`config.mk`:
```
export PLATFORM = sky130hd
export DESIGN_NAME = run_controller
export DESIGN_NICKNAME = d
export VERILOG_FILES = /design/src/rtl/run_controller.sv
export SDC_FILE = /design/constraint.sdc
export NUM_CORES = 1
export LEC_CHECK = 0
export ABC_AREA = 1
export CELL_PAD_IN_SITES_DETAIL_PLACEMENT = 1
export CELL_PAD_IN_SITES_GLOBAL_PLACEMENT = 1
export CORE_AREA = 2 2 104 126
export CTS_CLUSTER_DIAMETER = 60
export DETAILED_ROUTE_END_ITERATION = 8
export DIE_AREA = 0 0 106 128
export PLACE_DENSITY_LB_ADDON = 0.1
export SYNTH_ARGS = -nofsm -noshare
export SYNTH_HDL_FRONTEND = slang
export SYNTH_SLANG_ARGS = --single-unit
```
`constraint.sdc`:
```
create_clock -name clk -period 5.42 [get_ports clk]
set_input_delay 1.084 -clock clk [delete_from_list [all_inputs] [get_ports clk]]
set_output_delay 1.084 -clock clk [all_outputs]
set_load 0.01 [all_outputs]
```
`src/rtl/run_controller.sv`:
```
// Launch/supervise controller for a CPU core: holds the core in reset after start,
// then counts cycles and retirements in RUN until halt (DONE) or timeout/hang (FAULT).
module run_controller #(
    parameter int RST_CYCLES  = 4,
    parameter int CNT_W       = 32,
    parameter int TIMEOUT     = 100000,
    parameter int STALL_LIMIT = 16
) (
    input  logic             clk,
    input  logic             rst,
    input  logic             start,
    input  logic             retire_valid,
    input  logic             halt_req,
    output logic             cpu_rst,
    output logic             running,
    output logic             done,
    output logic             fault,
    output logic [1:0]       fault_cause,
    output logic [CNT_W-1:0] cycle_count,
    output logic [CNT_W-1:0] retire_count
);

    localparam int HOLD_W  = $clog2(RST_CYCLES + 1);
    localparam int STALL_W = $clog2(STALL_LIMIT + 1);

    localparam logic [1:0] CAUSE_NONE    = 2'b00;
    localparam logic [1:0] CAUSE_TIMEOUT = 2'b01;
    localparam logic [1:0] CAUSE_STALL   = 2'b10;

    typedef enum logic [2:0] {
        IDLE  = 3'd0,
        HOLD  = 3'd1,
        RUN   = 3'd2,
        DONE  = 3'd3,
        FAULT = 3'd4
    } state_t;

    state_t             state, state_nxt;
    logic [HOLD_W-1:0]  hold_cnt, hold_nxt;
    logic [STALL_W-1:0] stall_cnt, stall_nxt, stall_inc;
    logic [CNT_W-1:0]   cyc_nxt, ret_nxt, cyc_inc, ret_inc;
    logic               done_nxt, fault_nxt;
    logic [1:0]         cause_nxt;

    // Saturating increments; TIMEOUT is below all-ones so saturation never masks it.
    assign cyc_inc   = (cycle_count  == '1) ? cycle_count  : cycle_count  + 1'b1;
    assign ret_inc   = (retire_count == '1) ? retire_count : retire_count + 1'b1;
    assign stall_inc = stall_cnt + 1'b1;

    always_comb begin
        state_nxt = state;
        hold_nxt  = hold_cnt;
        stall_nxt = stall_cnt;
        cyc_nxt   = cycle_count;
        ret_nxt   = retire_count;
        done_nxt  = done;
        fault_nxt = fault;
        cause_nxt = fault_cause;

        case (state)
            IDLE, DONE, FAULT: begin
                if (start) begin
                    state_nxt = HOLD;
                    hold_nxt  = HOLD_W'(RST_CYCLES - 1);
                    stall_nxt = '0;
                    cyc_nxt   = '0;
                    ret_nxt   = '0;
                    done_nxt  = 1'b0;
                    fault_nxt = 1'b0;
                    cause_nxt = CAUSE_NONE;
                end
            end
            HOLD: begin
                if (hold_cnt == '0) begin
                    state_nxt = RUN;
                    stall_nxt = '0;
                end else begin
                    hold_nxt = hold_cnt - 1'b1;
                end
            end
            RUN: begin
                cyc_nxt = cyc_inc;
                if (retire_valid) begin
                    ret_nxt   = ret_inc;
                    stall_nxt = '0;
                end else begin
                    stall_nxt = stall_inc;
                end
                // Halt beats timeout beats stall; a retiring cycle can never stall.
                if (retire_valid && halt_req) begin
                    state_nxt = DONE;
                    done_nxt  = 1'b1;
                end else if (cyc_inc == CNT_W'(TIMEOUT)) begin
                    state_nxt = FAULT;
                    fault_nxt = 1'b1;
                    cause_nxt = CAUSE_TIMEOUT;
                end else if (!retire_valid && stall_inc == STALL_W'(STALL_LIMIT)) begin
                    state_nxt = FAULT;
                    fault_nxt = 1'b1;
                    cause_nxt = CAUSE_STALL;
                end
            end
            default: begin
                state_nxt = IDLE;
            end
        endcase
    end

    always_ff @(posedge clk) begin
        if (rst) begin
            state        <= IDLE;
            hold_cnt     <= '0;
            stall_cnt    <= '0;
            cycle_count  <= '0;
            retire_count <= '0;
            done         <= 1'b0;
            fault        <= 1'b0;
            fault_cause  <= CAUSE_NONE;
            cpu_rst      <= 1'b1;
            running      <= 1'b0;
        end else begin
            state        <= state_nxt;
            hold_cnt     <= hold_nxt;
            stall_cnt    <= stall_nxt;
            cycle_count  <= cyc_nxt;
            retire_count <= ret_nxt;
            done         <= done_nxt;
            fault        <= fault_nxt;
            fault_cause  <= cause_nxt;
            cpu_rst      <= (state_nxt != RUN);
            running      <= (state_nxt == RUN);
        end
    end

endmodule

```
== Word-level counts from Yosys, hierarchy flattened ==
Cells that the tools add are included.
Storage, ports and cells
  logic and storage cells: 78
  input port bits: 5
  output and inout bits: 70
  register bits: 81
Operators by class
  add/subtract/negate cells: 4
  eq/ne operators: 18
  reductions and logical operators: 15
  mux-type cells: 31
Operator list (count)
  two-way mux 32 bit: 4
  one-hot mux 32 bit (2 select lines): 2
  adder 32 x 1 -> 32 bit (second input constant): 2
  equality test 32 bit (second input constant): 2
  equality test 32 x 17 -> 1 bit (second input constant): 1
  two-way mux 3 bit: 7
  two-way mux 5 bit: 3
  one-hot mux 5 bit (3 select lines): 1
  != test 2 bit (second input constant): 7
  equality test 3 x 2 -> 1 bit (second input constant): 3
  one-hot mux 3 bit (3 select lines): 1
  AND reduction 3 bit: 3
  two-way mux 2 bit: 4
  AND reduction 4 bit: 2
  logical NOT 3 bit: 2
  one-hot mux 3 bit (2 select lines): 1
  adder 5 x 1 -> 5 bit (second input constant): 1
  equality test 5 bit (second input constant): 1
  two-way mux 1 bit: 5
  one-hot mux 1 bit (2 select lines): 2
  one-hot mux 2 bit (2 select lines): 1
  nonzero test 2 bit: 2
  equality test 3 x 1 -> 1 bit (second input constant): 1
  equality test 3 bit (second input constant): 1
  other kinds (8): 9

== Logic depth before layout (Yosys ltp) ==
Gate-level depths: netlist of the first run.
  depth after elaboration: 8
  gate-level depth with buffers: 19
  depth with buffers taken out: 18

== Worst setup path after synthesis of the first run ==
OpenSTA, ideal clock, no wires.
  path type: input-to-reg
  start point: in start
  end point: reg retire_count[17]
  path buffers: 0
  data arrival time: 2.214 ns
  cell stages on the path: 11
  setup slack: 3.087 ns
  library setup time: 0.119 ns
  data required time: 5.301 ns
  cells stage by stage: inv_1 > nor2_2 > nor2_1 > nor2_1 > nand2_2 > nor2_1 > nand3_1 > nor2_2 > nand2_1 > o21ai_1 > a21oi_1
On the way
  cells in the longest elaborated chain, start to end: 2
Ends and longest elaborated chain
  from (decl): line 11  | input logic start,
  != test 2 bit (no source line)
  AND reduction 4 bit (no source line)
  to (signal assigned): line 126  | retire_count <= ret_nxt;
  to (decl): line 20  | output logic [CNT_W-1:0] retire_count
Every way passes these cells.
A chain may end at the register's enable or synchronous reset.

== Worst setup path in the final report of the first run ==
  start point: reg cycle_count[0]
  end point: reg fault
On the way
  cells in the longest elaborated chain, start to end: 6
  elaborated cells between the ends (all ways): 9
  classes of those cells: add/sub (1); eq/ne (3); mux (4); reduce/logical (1)
Ends and longest elaborated chain
  from (decl): line 19  | output logic [CNT_W-1:0] cycle_count,
  from (signal assigned): line 125  | cycle_count <= cyc_nxt;
  adder 32 x 1 -> 32 bit or equality test 32 bit (tied branches): line 46  | assign cyc_inc = (cycle_count == '1) ? cycle_count : cycle_count + 1'b1;
  two-way mux 32 bit *: line 46
  equality test 32 x 17 -> 1 bit *: line 93  | end else if (cyc_inc == CNT_W'(TIMEOUT)) begin
  two-way mux 1 bit: line 93
  two-way mux 1 bit: line 90  | if (retire_valid && halt_req) begin
  one-hot mux 1 bit (2 select lines): line 60  | case (state)
  to (signal assigned): line 128  | fault <= fault_nxt;
  to (decl): line 17  | output logic fault,
Mark *: on every way between the ends. The rest lies on a longest branch, timed or not. The select of a mux whose other input is x is not followed.

==> impl_metrics.yaml, run 1 <==
run_status:
  outcome: "completed"
cts:
  clkLatencyLatePin_ns: 0.34
  numClockSinks: 81
  numCtsBuffers: 9
  cts_hold_buf: 0
  clk_root_buffer_cell: "clkbuf_16"
  post_cts_resize_count: 0
  cts_htree_levels: 3
  cts_tree: "yes"
  cts_buffer_depth: 2
  worst_setup_hold_path_clk_slew_ns: 0.07
  post-cts-setup-buffers: 0
synthesis:
  dominant_combinational_cell_family_by_area_after_synthesis: "simple AND/OR/NAND/NOR gates"
  synth.area.mux_share_pct: 0
  post_synth_fa_ha_maj_area_fraction_pct: 1.505
  post_synth_instance_area_sq_mm: 0.004990
  yosys.area_share.simple_pct: 43.71
  synth-main-ff-cell: "dfxtp_1"
  synthArstFlopShare_pct: 0
  synth.top_cells.by_area: "dfxtp_1, nand2_1, nor2_1"
  seq_area_frac_synth_pct: 32.50
  yosysWarnings: 0
  synth_area_leader_cell: "dfxtp_1"
  synthDistinctLibCells: 40
  syn_avg_cell_area_sq_um: 6.245
  synth-seq-cells: 81
  synth_compound_area_share_pct: 11.66
  synth_top_area_share_pct: 32.50
  mappedNetlistNets: 810
  yosys.cell_count.top_type: "nand2_1"
  synth.top_cells.by_count: "nand2_1, nor2_1, dfxtp_1"
  post_synth_inst_count: 799
  post_synth_edffs: 0
  yosys.area_share.xor_xnor_pct: 3.511
critical_path:
  setup.worst_path.start_class: "register"
  timing.critical_path.fanout_max: 25
  worstPathCellList: "ha_1 -> inv_2 -> nor2_4 -> nand2_4 -> nor2_8 -> nand2_4 -> clkinv_2 -> a21oi_1 -> nor2_1 -> nand2_1 -> nor2_1 -> nand3_2 -> nand3_4 -> nand3_1 -> a21oi_1"
  worstSetupEndpointType: "register"
  critPathKind: "register to register"
  cp_data_required_time_ns: 5.69
  crit_arrival_ns: 3.42
  slowest_library_cell_on_the_worst_path: "dfxtp_1"
  cpPeakStageDelay_ns: 0.53
routing:
  drc_errors: 0
  dr_total_vias: 5572
  route.final.wire_length_microns: 17450
  wl_per_cell_microns: 16.88
  first_pass_iters: 4
  drt_initial_violations: 170
  antenna_left: 0
  route.detailed.vias_per_inst: 5.389
sta:
  tightestPinTransition_ns: 0.8812
  totalNegativeSetupSlack_ns: 0
  finalCritPeriodShare_pct: 58.07
  fmaxAchievable_mhz: 317.7
  clk_skew_ns: 0.009914
  slew_headroom_pct: 41.04
  rsz_0062_raised_after_global_routing: "no"
  finalWorstPathRequiredPeriod_ns: 3.147
  finalHoldViolCount: 0
  final_max_slew_viol_count: 0
  timing.final.setup_violations: 0
placed_design:
  place_hpwl_microns: 12950
  dpl_cell_area_sq_mm: 0.005852
  place.gp.congestion: 0.9995
  io_buffers: 74
finish:
  fin_area_sq_mm: 0.006163
  antenna_cells_inserted: 0
  layout_overhead_on_the_synthesized_area_pct: 23.52
  nets: 876
  drive_gt1_share_pct: 5.632
global_routing:
  grt_max_degree: 62
  grt_pass1_vias: 5974
  grt_first_pass_wirelength_microns: 28830
  track_usage_pct: 26.53
  remaining_global_route_overflow: 0
  grt_antenna_before_repair: 0
floorplan:
  die_width_microns: 106
  placeableCoreArea_sq_mm: 0.01244
  initial_standard_cell_utilization_of_the_core_pct: 40.10
  fp.dieArea_sq_mm: 0.01357
  top_level_ports: 75
  die_h_microns: 128
  placementRows: 45
flow_run:
  max-cap-violations: 0
power_and_ir_drop:
  irDropWorstVdd_v: 0.0002141
  p_per_area_mw_per_mm2: 298.9
  p_leak_nw: 2.066
hold_path:
  hp-class: "register to register"
flip-flops by register name, summed over array words and instances (netlist names):
register,cells
running,1
stall_cnt,5
fault_cause,2
fault,1
done,1
cycle_count,32
hold_cnt,3
cpu_rst,1
state,3
retire_count,32
final timing paths:
kind | depth (start not counted) | slack [ns] | start | end
setup / recovery | 15 | 2.27 | cycle_count[0]$_SDFFE_PP0P_ | fault$_SDFFE_PP0P_
hold / removal | 2 | 0.47 | done$_SDFFE_PP0P_ | done$_SDFFE_PP0P_
setup reg to reg | 15 | 2.27 | cycle_count[0]$_SDFFE_PP0P_ | fault$_SDFFE_PP0P_
hold reg to reg | 2 | 0.47 | done$_SDFFE_PP0P_ | done$_SDFFE_PP0P_
cells by family after synthesis:
group / after synthesis
AO/OA/AOI/OAI: 109
XOR/XNOR: 20
adder cells (fa/ha/maj): 6
buffers and inverters: 88
flip-flops: 81
AND/OR/NAND/NOR: 495
per-stage QoR:
| step | util [%] | setup slack, ns | hold WS [ns] | cells | power [mW] |
|---|---|---|---|---|---|
| floorplan | - | 3.087 | 0.4357 | 799 | 1.045 |
| global placement | 47.03 | 2.080 | 0.4472 | 1018 | 1.176 |
| detailed placement | 47.03 | 1.983 | 0.4661 | 1018 | 1.202 |
| CTS | 49.53 | 2.237 | 0.4759 | 1034 | 1.863 |
| global route | 49.53 | 1.958 | 0.5022 | 1034 | 1.946 |
| finish | 49.53 | 2.273 | 0.4731 | 1034 | 1.842 |
power by group:
| part | switching, mW | internal, mW |
|---|---|---|
| registers | 0.0355 | 0.634 |
| clock network | 0.280 | 0.376 |
| logic | 0.378 | 0.138 |
| total | 0.693 | 1.15 |
worst max-delay path, delay by kind of cell (launching register included):
kind	cells	cell delay, ns
flops	1	0.53
compound gates	2	0.26
simple gates	10	1.49
buf+inv	2	0.36
fa+ha+maj	1	0.42
placed cells by master (no fill, tap or decap), types with 2 or more instances in the layout:
cell type / n
a21oi_1: 73
nor2_2: 10
nand2_1: 234
clkdlybuf4s50_1: 73
nand4_1: 11
xor2_1: 9
nand2_2: 6
inv_2: 3
o21bai_1: 3
xnor2_1: 11
nand3_1: 55
dfxtp_1: 81
inv_6: 3
inv_1: 61
nor3_1: 37
nor4_1: 7
o21a_1: 2
clkbuf_16: 9
nand3b_1: 10
ha_1: 6
nand2_4: 2
nor2_4: 2
buf_4: 3
nor2_1: 114
o21ai_0: 21
a211oi_1: 6
final cells by class:
cell class                      instances  area, sq um
Clock buffer                           10        239.0
Clock inverter                          6        72.57
Fill cell                            1675         6280
Inverter                               66        249.0
Multi-Input combinational cell        630         3018
Sequential cell                        81         1622
Tap cell                              164        205.2
Timing Repair Buffer                   77        758.2
routing by layer:
layer	up-vias	GRT usage, %	part of all wire [%]
met4	0	12.69	4.0
li1	2745	-	-
met2	125	50.93	53
met3	49	3.254	2.6
met5	-	0	0
met1	2653	28.56	41
Power figures use the tool's default switching activity.
==> run 2: changes to the inputs <==
--- a/config.mk
+++ b/config.mk
@@ -8,10 +8,10 @@
 export ABC_AREA = 1
 export CELL_PAD_IN_SITES_DETAIL_PLACEMENT = 1
 export CELL_PAD_IN_SITES_GLOBAL_PLACEMENT = 1
-export CORE_AREA = 2 2 104 126
+export CORE_AREA = 2 2 108 131
 export CTS_CLUSTER_DIAMETER = 60
 export DETAILED_ROUTE_END_ITERATION = 8
-export DIE_AREA = 0 0 106 128
+export DIE_AREA = 0 0 110 133
 export PLACE_DENSITY_LB_ADDON = 0.1
 export SYNTH_ARGS = -nofsm -noshare
 export SYNTH_HDL_FRONTEND = slang
==> constraint.sdc (replaced) <==
create_clock -name clk -period 2.9 [get_ports clk]
set_input_delay 0.58 -clock clk [delete_from_list [all_inputs] [get_ports clk]]
set_output_delay 0.58 -clock clk [all_outputs]
set_load 0.01 [all_outputs]
==> impl_metrics.yaml, run 2 (synthesis results as in run 1) <==
cts:
  worst_setup_hold_path_clk_slew_ns: 0.06
  cts_hold_buf: 0
  cts_buffer_depth: 2
  numClockSinks: 81
  numCtsBuffers: 9
  clk_root_buffer_cell: "clkbuf_16"
  post_cts_resize_count: 0
  clkLatencyLatePin_ns: 0.35
  cts_htree_levels: 3
  cts_tree: "yes"
  post-cts-setup-buffers: 0
finish:
  sequential_cell_area_sq_mm: 0.001622
  layout_overhead_on_the_synthesized_area_pct: 25.35
  drive_gt1_share_pct: 6.900
  antenna_cells_inserted: 0
  layout.cells.most_common_list: "nand2_1, nor2_1, dfxtp_1"
  mostFrequentLayoutCell: "nand2_1"
  nets: 890
  reg.largest.list: "cycle_count: 32 flops, retire_count: 32 flops, stall_cnt: 5 flops"
  area_of_the_multi_input_gates_sq_mm: 0.003018
  layout.filler_cells: 1828
global_routing:
  grt_antenna_before_repair: 0
  grt_max_degree: 61
  grt_pass1_vias: 5901
  remaining_global_route_overflow: 0
  grt_first_pass_wirelength_microns: 29500
  track_usage_pct: 26.02
routing:
  antenna_left: 0
  dr_total_vias: 5655
  route.detailed.vias_per_inst: 5.360
  route.final.wire_length_microns: 18420
  wl_per_cell_microns: 17.46
  drt_initial_violations: 252
  drc_errors: 0
  first_pass_iters: 4
flow_run:
  max-cap-violations: 0
critical_path:
  cpPeakStageDelay_ns: 0.47
  timing.critical_path.fanout_max: 19
  critPathKind: "register to register"
  worstPathCellList: "nand2_1 -> nor2_1 -> nand2_1 -> nor2_1 -> nand2_4 -> clkinv_2 -> a21oi_1 -> nor2_1 -> nand2_1 -> nor2_1 -> nand3_2 -> nand3_4 -> nand2_2 -> nand2_1 -> nand2_1 -> nor2_1"
  slowest_library_cell_on_the_worst_path: "dfxtp_1"
  critical_path_cell_count: 16
  cp_data_required_time_ns: 3.18
  setup.worst_path.start_class: "register"
  worstSetupEndpointType: "register"
  crit_arrival_ns: 2.88
  ff2ff_path_depth: 16
  timing.critical_path.max_delay_family: "simple AND/OR/NAND/NOR gates"
  worstPathBufferInverterCount: 1
sta:
  slew_headroom_pct: 57.23
  fmaxAchievable_mhz: 385.3
  totalNegativeSetupSlack_ns: 0
  clk_skew_ns: 0.009152
  finalCritPeriodShare_pct: 89.49
  final_max_slew_viol_count: 0
  finalWorstPathRequiredPeriod_ns: 2.595
  timing.final.setup_violations: 0
  finalHoldViolCount: 0
  tightestPinTransition_ns: 0.6416
  rsz_0062_raised_after_global_routing: "no"
power_and_ir_drop:
  p_leak_nw: 2.126
  p_per_area_mw_per_mm2: 545.5
  irDropWorstVdd_v: 0.0003645
  report.power.total_mw: 3.412
  psw_mw: 1.273
  power.switching_fraction_pct: 37.32
  share_seq_of_total_power_pct: 36.7
  comb_power_share_pct: 29.7
  internal_power_mw: 2.139
  pwr-share-clk_pct: 33.6
placed_design:
  place.gp.congestion: 0.9245
  place_hpwl_microns: 14510
  io_buffers: 74
floorplan:
  initial_standard_cell_utilization_of_the_core_pct: 37.05
  placeableCoreArea_sq_mm: 0.01347
  top_level_ports: 75
  fp.dieArea_sq_mm: 0.01463
  placementRows: 47
  die_width_microns: 110
  die_h_microns: 133
hold_path:
  hold_depth: 2
  hp-class: "register to register"
run_status:
  outcome: "completed"
run 2: cell types whose count changed in the layout (fill, tap and decap cells not counted), sizes merged:
| cell | previous run | this run |
|---|---|---|
| buf | 4 | 18 |
| inv | 67 | 64 |
| clkinv | 3 | 5 |
| clkbuf | 10 | 11 |
run 2: tightest hold or removal path: stages, from the launching register on:
cell     delay [ns]
dfxtp_1        0.32
nand2_1        0.06
a21oi_1        0.05
run 2: per-stage QoR:
step / instance area (sq um) / util (%) / hold WS (ns) / std cells / setup WS, ns
after global placement: 5966 / 44.30 / 0.4507 / 1039 / 0.3034
after CTS: 6255 / 46.45 / 0.4933 / 1055 / 0.2440
after detailed placement: 5966 / 44.30 / 0.4829 / 1039 / 0.2523
final: 6255 / 46.45 / 0.4842 / 1055 / 0.3049
after floorplan: 4990 / - / 0.4357 / 799 / 0.6091
after global routing: 6255 / 46.45 / 0.5150 / 1055 / 0.01188
run 2: routing by layer:
layer  routed length (microns)  vias to the layer above  global-route usage (%)
met5                         0                        -                       0
met4                       929                        0                   14.35
met1                      6963                     2709                   26.85
li1                          -                     2775                       -
met2                     10050                      118                   48.88
met3                       480                       53                   3.399
run 2: cell type report:
cell class	count	area share (%)
tap	171	3.421
multi-input combinational	630	48.25
clock inverter	5	0.9002
clock buffer	11	3.721
timing repair buffer	91	13.80
inverter	66	3.981
sequential	81	25.93
run 2: path summary, 6_finish.rpt:
check / start / endpoint / slack, ns
max: cycle_count[21]$_SDFFE_PP0P_ / fault_cause[1]$_SDFFE_PP0P_ / 0.30
min: stall_cnt[4]$_SDFFE_PP0P_ / stall_cnt[4]$_SDFFE_PP0P_ / 0.48
min reg2reg: stall_cnt[4]$_SDFFE_PP0P_ / stall_cnt[4]$_SDFFE_PP0P_ / 0.48
max reg2reg: cycle_count[21]$_SDFFE_PP0P_ / fault_cause[1]$_SDFFE_PP0P_ / 0.30
run 2: power by group through the flow:
stage               Clock, mW  Sequential, mW  Combinational (mW)
finish                   1.15            1.25                1.01
CTS                      1.17            1.25                1.03
floorplan                   0            1.27               0.681
global route             1.22            1.26                1.14
detailed placement          0            1.28                1.02
global placement            0            1.27               0.971
==> run 3: changes to the inputs <==
--- a/config.mk
+++ b/config.mk
@@ -8,11 +8,12 @@
 export ABC_AREA = 1
 export CELL_PAD_IN_SITES_DETAIL_PLACEMENT = 1
 export CELL_PAD_IN_SITES_GLOBAL_PLACEMENT = 1
-export CORE_AREA = 2 2 108 131
+export CORE_AREA = 2 2 114 138
 export CTS_CLUSTER_DIAMETER = 60
 export DETAILED_ROUTE_END_ITERATION = 8
-export DIE_AREA = 0 0 110 133
+export DIE_AREA = 0 0 116 140
 export PLACE_DENSITY_LB_ADDON = 0.1
+export RECOVER_POWER = 50
 export SYNTH_ARGS = -nofsm -noshare
 export SYNTH_HDL_FRONTEND = slang
 export SYNTH_SLANG_ARGS = --single-unit
==> constraint.sdc (replaced) <==
create_clock -name clk -period 2.35 [get_ports clk]
set_input_delay 0.47 -clock clk [delete_from_list [all_inputs] [get_ports clk]]
set_output_delay 0.47 -clock clk [all_outputs]
set_load 0.01 [all_outputs]
==> impl_metrics.yaml, run 3 (synthesis results as in run 1) <==
sta:
  slew_headroom_pct: 53.54
  finalHoldWorstSlack_ns: 0.4686
  finalCritPeriodShare_pct: 98.12
  timing.final.setup_violations: 0
  tightestPinTransition_ns: 0.6968
  clk_skew_ns: 0.006899
  fmaxAchievable_mhz: 433.7
  final_max_slew_viol_count: 0
  post-route-worst-setup-slack_ns: 0.04423
  finalHoldViolCount: 0
  finalWorstPathRequiredPeriod_ns: 2.306
  rsz_0062_raised_after_global_routing: "yes"
finish:
  layout.filler_cells: 1929
  reg.largest.list: "cycle_count: 32 flops, retire_count: 32 flops, stall_cnt: 5 flops"
  drive_gt1_share_pct: 22.76
  nets: 990
  mostFrequentLayoutCell: "nand2_1"
  layout_overhead_on_the_synthesized_area_pct: 48.27
  antenna_cells_inserted: 0
  layout.cells.most_common_list: "nand2_1, buf_4, nor2_1"
  sequential_cell_area_sq_mm: 0.001647
  area_of_the_multi_input_gates_sq_mm: 0.003277
placed_design:
  placement.setup.worst_slack_ns: -0.1541
  io_buffers: 74
  place_hpwl_microns: 15740
  place.gp.congestion: 0.9522
critical_path:
  worstSetupEndpointType: "register"
  cpPeakStageDelay_ns: 0.37
  top_cell_by_count_worst_path: "nand2_1"
  worstPathCellList: "nand2_1 -> nor2_1 -> nand2_1 -> nor2_2 -> nand2_1 -> nand2_1 -> nand3_1 -> nor2_1 -> nand2_1 -> nor2_4 -> nand3_4 -> nand3_4 -> nand3_1 -> nand2_1 -> nor2_1"
  timing.critical_path.max_delay_family: "simple AND/OR/NAND/NOR gates"
  slowest_library_cell_on_the_worst_path: "dfxtp_1"
  setup.worst_path.start_class: "register"
  crit_arrival_ns: 2.52
  timing.critical_path.fanout_max: 6
  worstPathBufferInverterCount: 0
  critPathKind: "register to register"
  cp_data_required_time_ns: 2.57
routing:
  drc_errors: 0
  drt_initial_violations: 215
  route.detailed.vias_per_inst: 5.168
  route.final.wire_length_microns: 20660
  dr_total_vias: 6140
  antenna_left: 0
  first_pass_iters: 4
  wl_per_cell_microns: 17.39
floorplan:
  top_level_ports: 75
  die_h_microns: 140
  placementRows: 49
  initial_standard_cell_utilization_of_the_core_pct: 33.63
  fp.dieArea_sq_mm: 0.01624
  die_width_microns: 116
  placeableCoreArea_sq_mm: 0.01484
power_and_ir_drop:
  p_leak_nw: 2.879
  report.power.total_mw: 4.559
  p_per_area_mw_per_mm2: 616.2
  irDropWorstVdd_v: 0.0003365
global_routing:
  remaining_global_route_overflow: 0
  grt_antenna_before_repair: 0
  grt_pass1_vias: 6422
  grt_first_pass_wirelength_microns: 32330
  track_usage_pct: 25.49
  grt_max_degree: 61
cts:
  cts_tree: "yes"
  cts_buffer_depth: 2
  numClockSinks: 81
  clk_root_buffer_cell: "clkbuf_16"
  clkLatencyLatePin_ns: 0.36
  worst_setup_hold_path_clk_slew_ns: 0.06
  numCtsBuffers: 9
  cts_htree_levels: 3
hold_path:
  hp-class: "register to register"
run_status:
  outcome: "completed"
flow_run:
  max-cap-violations: 0
[run 3: report_power, final]
part	switching, mW	leakage (nW)	internal [mW]
clock	0.602	0.155	0.989
combinational	0.986	2.06	0.444
sequential	0.0759	0.662	1.46
[run 3: per-stage QoR]
stage                     area, sq um  std cells  util, %   TNS, ns
after floorplan                  4990        799        -         0
after global placement           6718       1165    45.28   -0.5055
after detailed placement         6718       1165    45.28    -1.084
after CTS                        7086       1181    47.76  -0.03621
after global routing             7398       1188    49.87   -0.3641
final                            7398       1188    49.87         0
[run 3: worst register-to-register path, cell delays in order, from the launching register on]
cell,delay [ns]
dfxtp_1,0.37
nand2_1,0.10
nor2_1,0.26
nand2_1,0.16
nor2_2,0.13
nand2_1,0.07
nand2_1,0.06
nand3_1,0.13
nor2_1,0.16
nand2_1,0.12
nor2_4,0.17
nand3_4,0.11
nand3_4,0.12
nand3_1,0.09
nand2_1,0.09
nor2_1,0.04
[run 3: worst paths after layout]
kind / start / depth (start not counted) / slack [ns] / end
worst max-delay path: cycle_count[13]$_SDFFE_PP0P_ / 15 / 0.04 / fault_cause[1]$_SDFFE_PP0P_
worst min-delay path: done$_SDFFE_PP0P_ / 2 / 0.47 / done$_SDFFE_PP0P_
worst max register to register: cycle_count[13]$_SDFFE_PP0P_ / 15 / 0.04 / fault_cause[1]$_SDFFE_PP0P_
worst min register to register: done$_SDFFE_PP0P_ / 2 / 0.47 / done$_SDFFE_PP0P_
[run 3: layer usage]
| metal | GRT usage [%] | wire length, microns | vias to the layer above | share of wire (%) |
|---|---|---|---|---|
| met5 | 0 | 0 | - | 0 |
| met4 | 11.90 | 741 | 0 | 3.6 |
| met3 | 3.592 | 665 | 48 | 3.2 |
| met2 | 47.43 | 11200 | 128 | 54 |
| met1 | 27.92 | 8054 | 2989 | 39 |
| li1 | - | - | 2975 | - |
[run 3: layout make-up]
| cell class | count | share of cell area (%) |
|---|---|---|
| clock buffer | 12 | 3.467 |
| clock inverter | 4 | 1.015 |
| inverter | 66 | 3.365 |
| multi-input combinational | 631 | 44.29 |
| sequential | 81 | 22.26 |
| tap | 204 | 3.450 |
| timing repair buffer | 190 | 22.15 |
[run 3: repair_timing]
| item | CTS | global route |
|---|---|---|
| gates cloned | 0 | 1 |
| hold buffers | 0 | 0 |
| endpoints found under the setup margin | 8 | 29 |
| pin swaps | 0 | 21 |
| setup buffers | 0 | 6 |
| resized for setup | 11 | 84 |
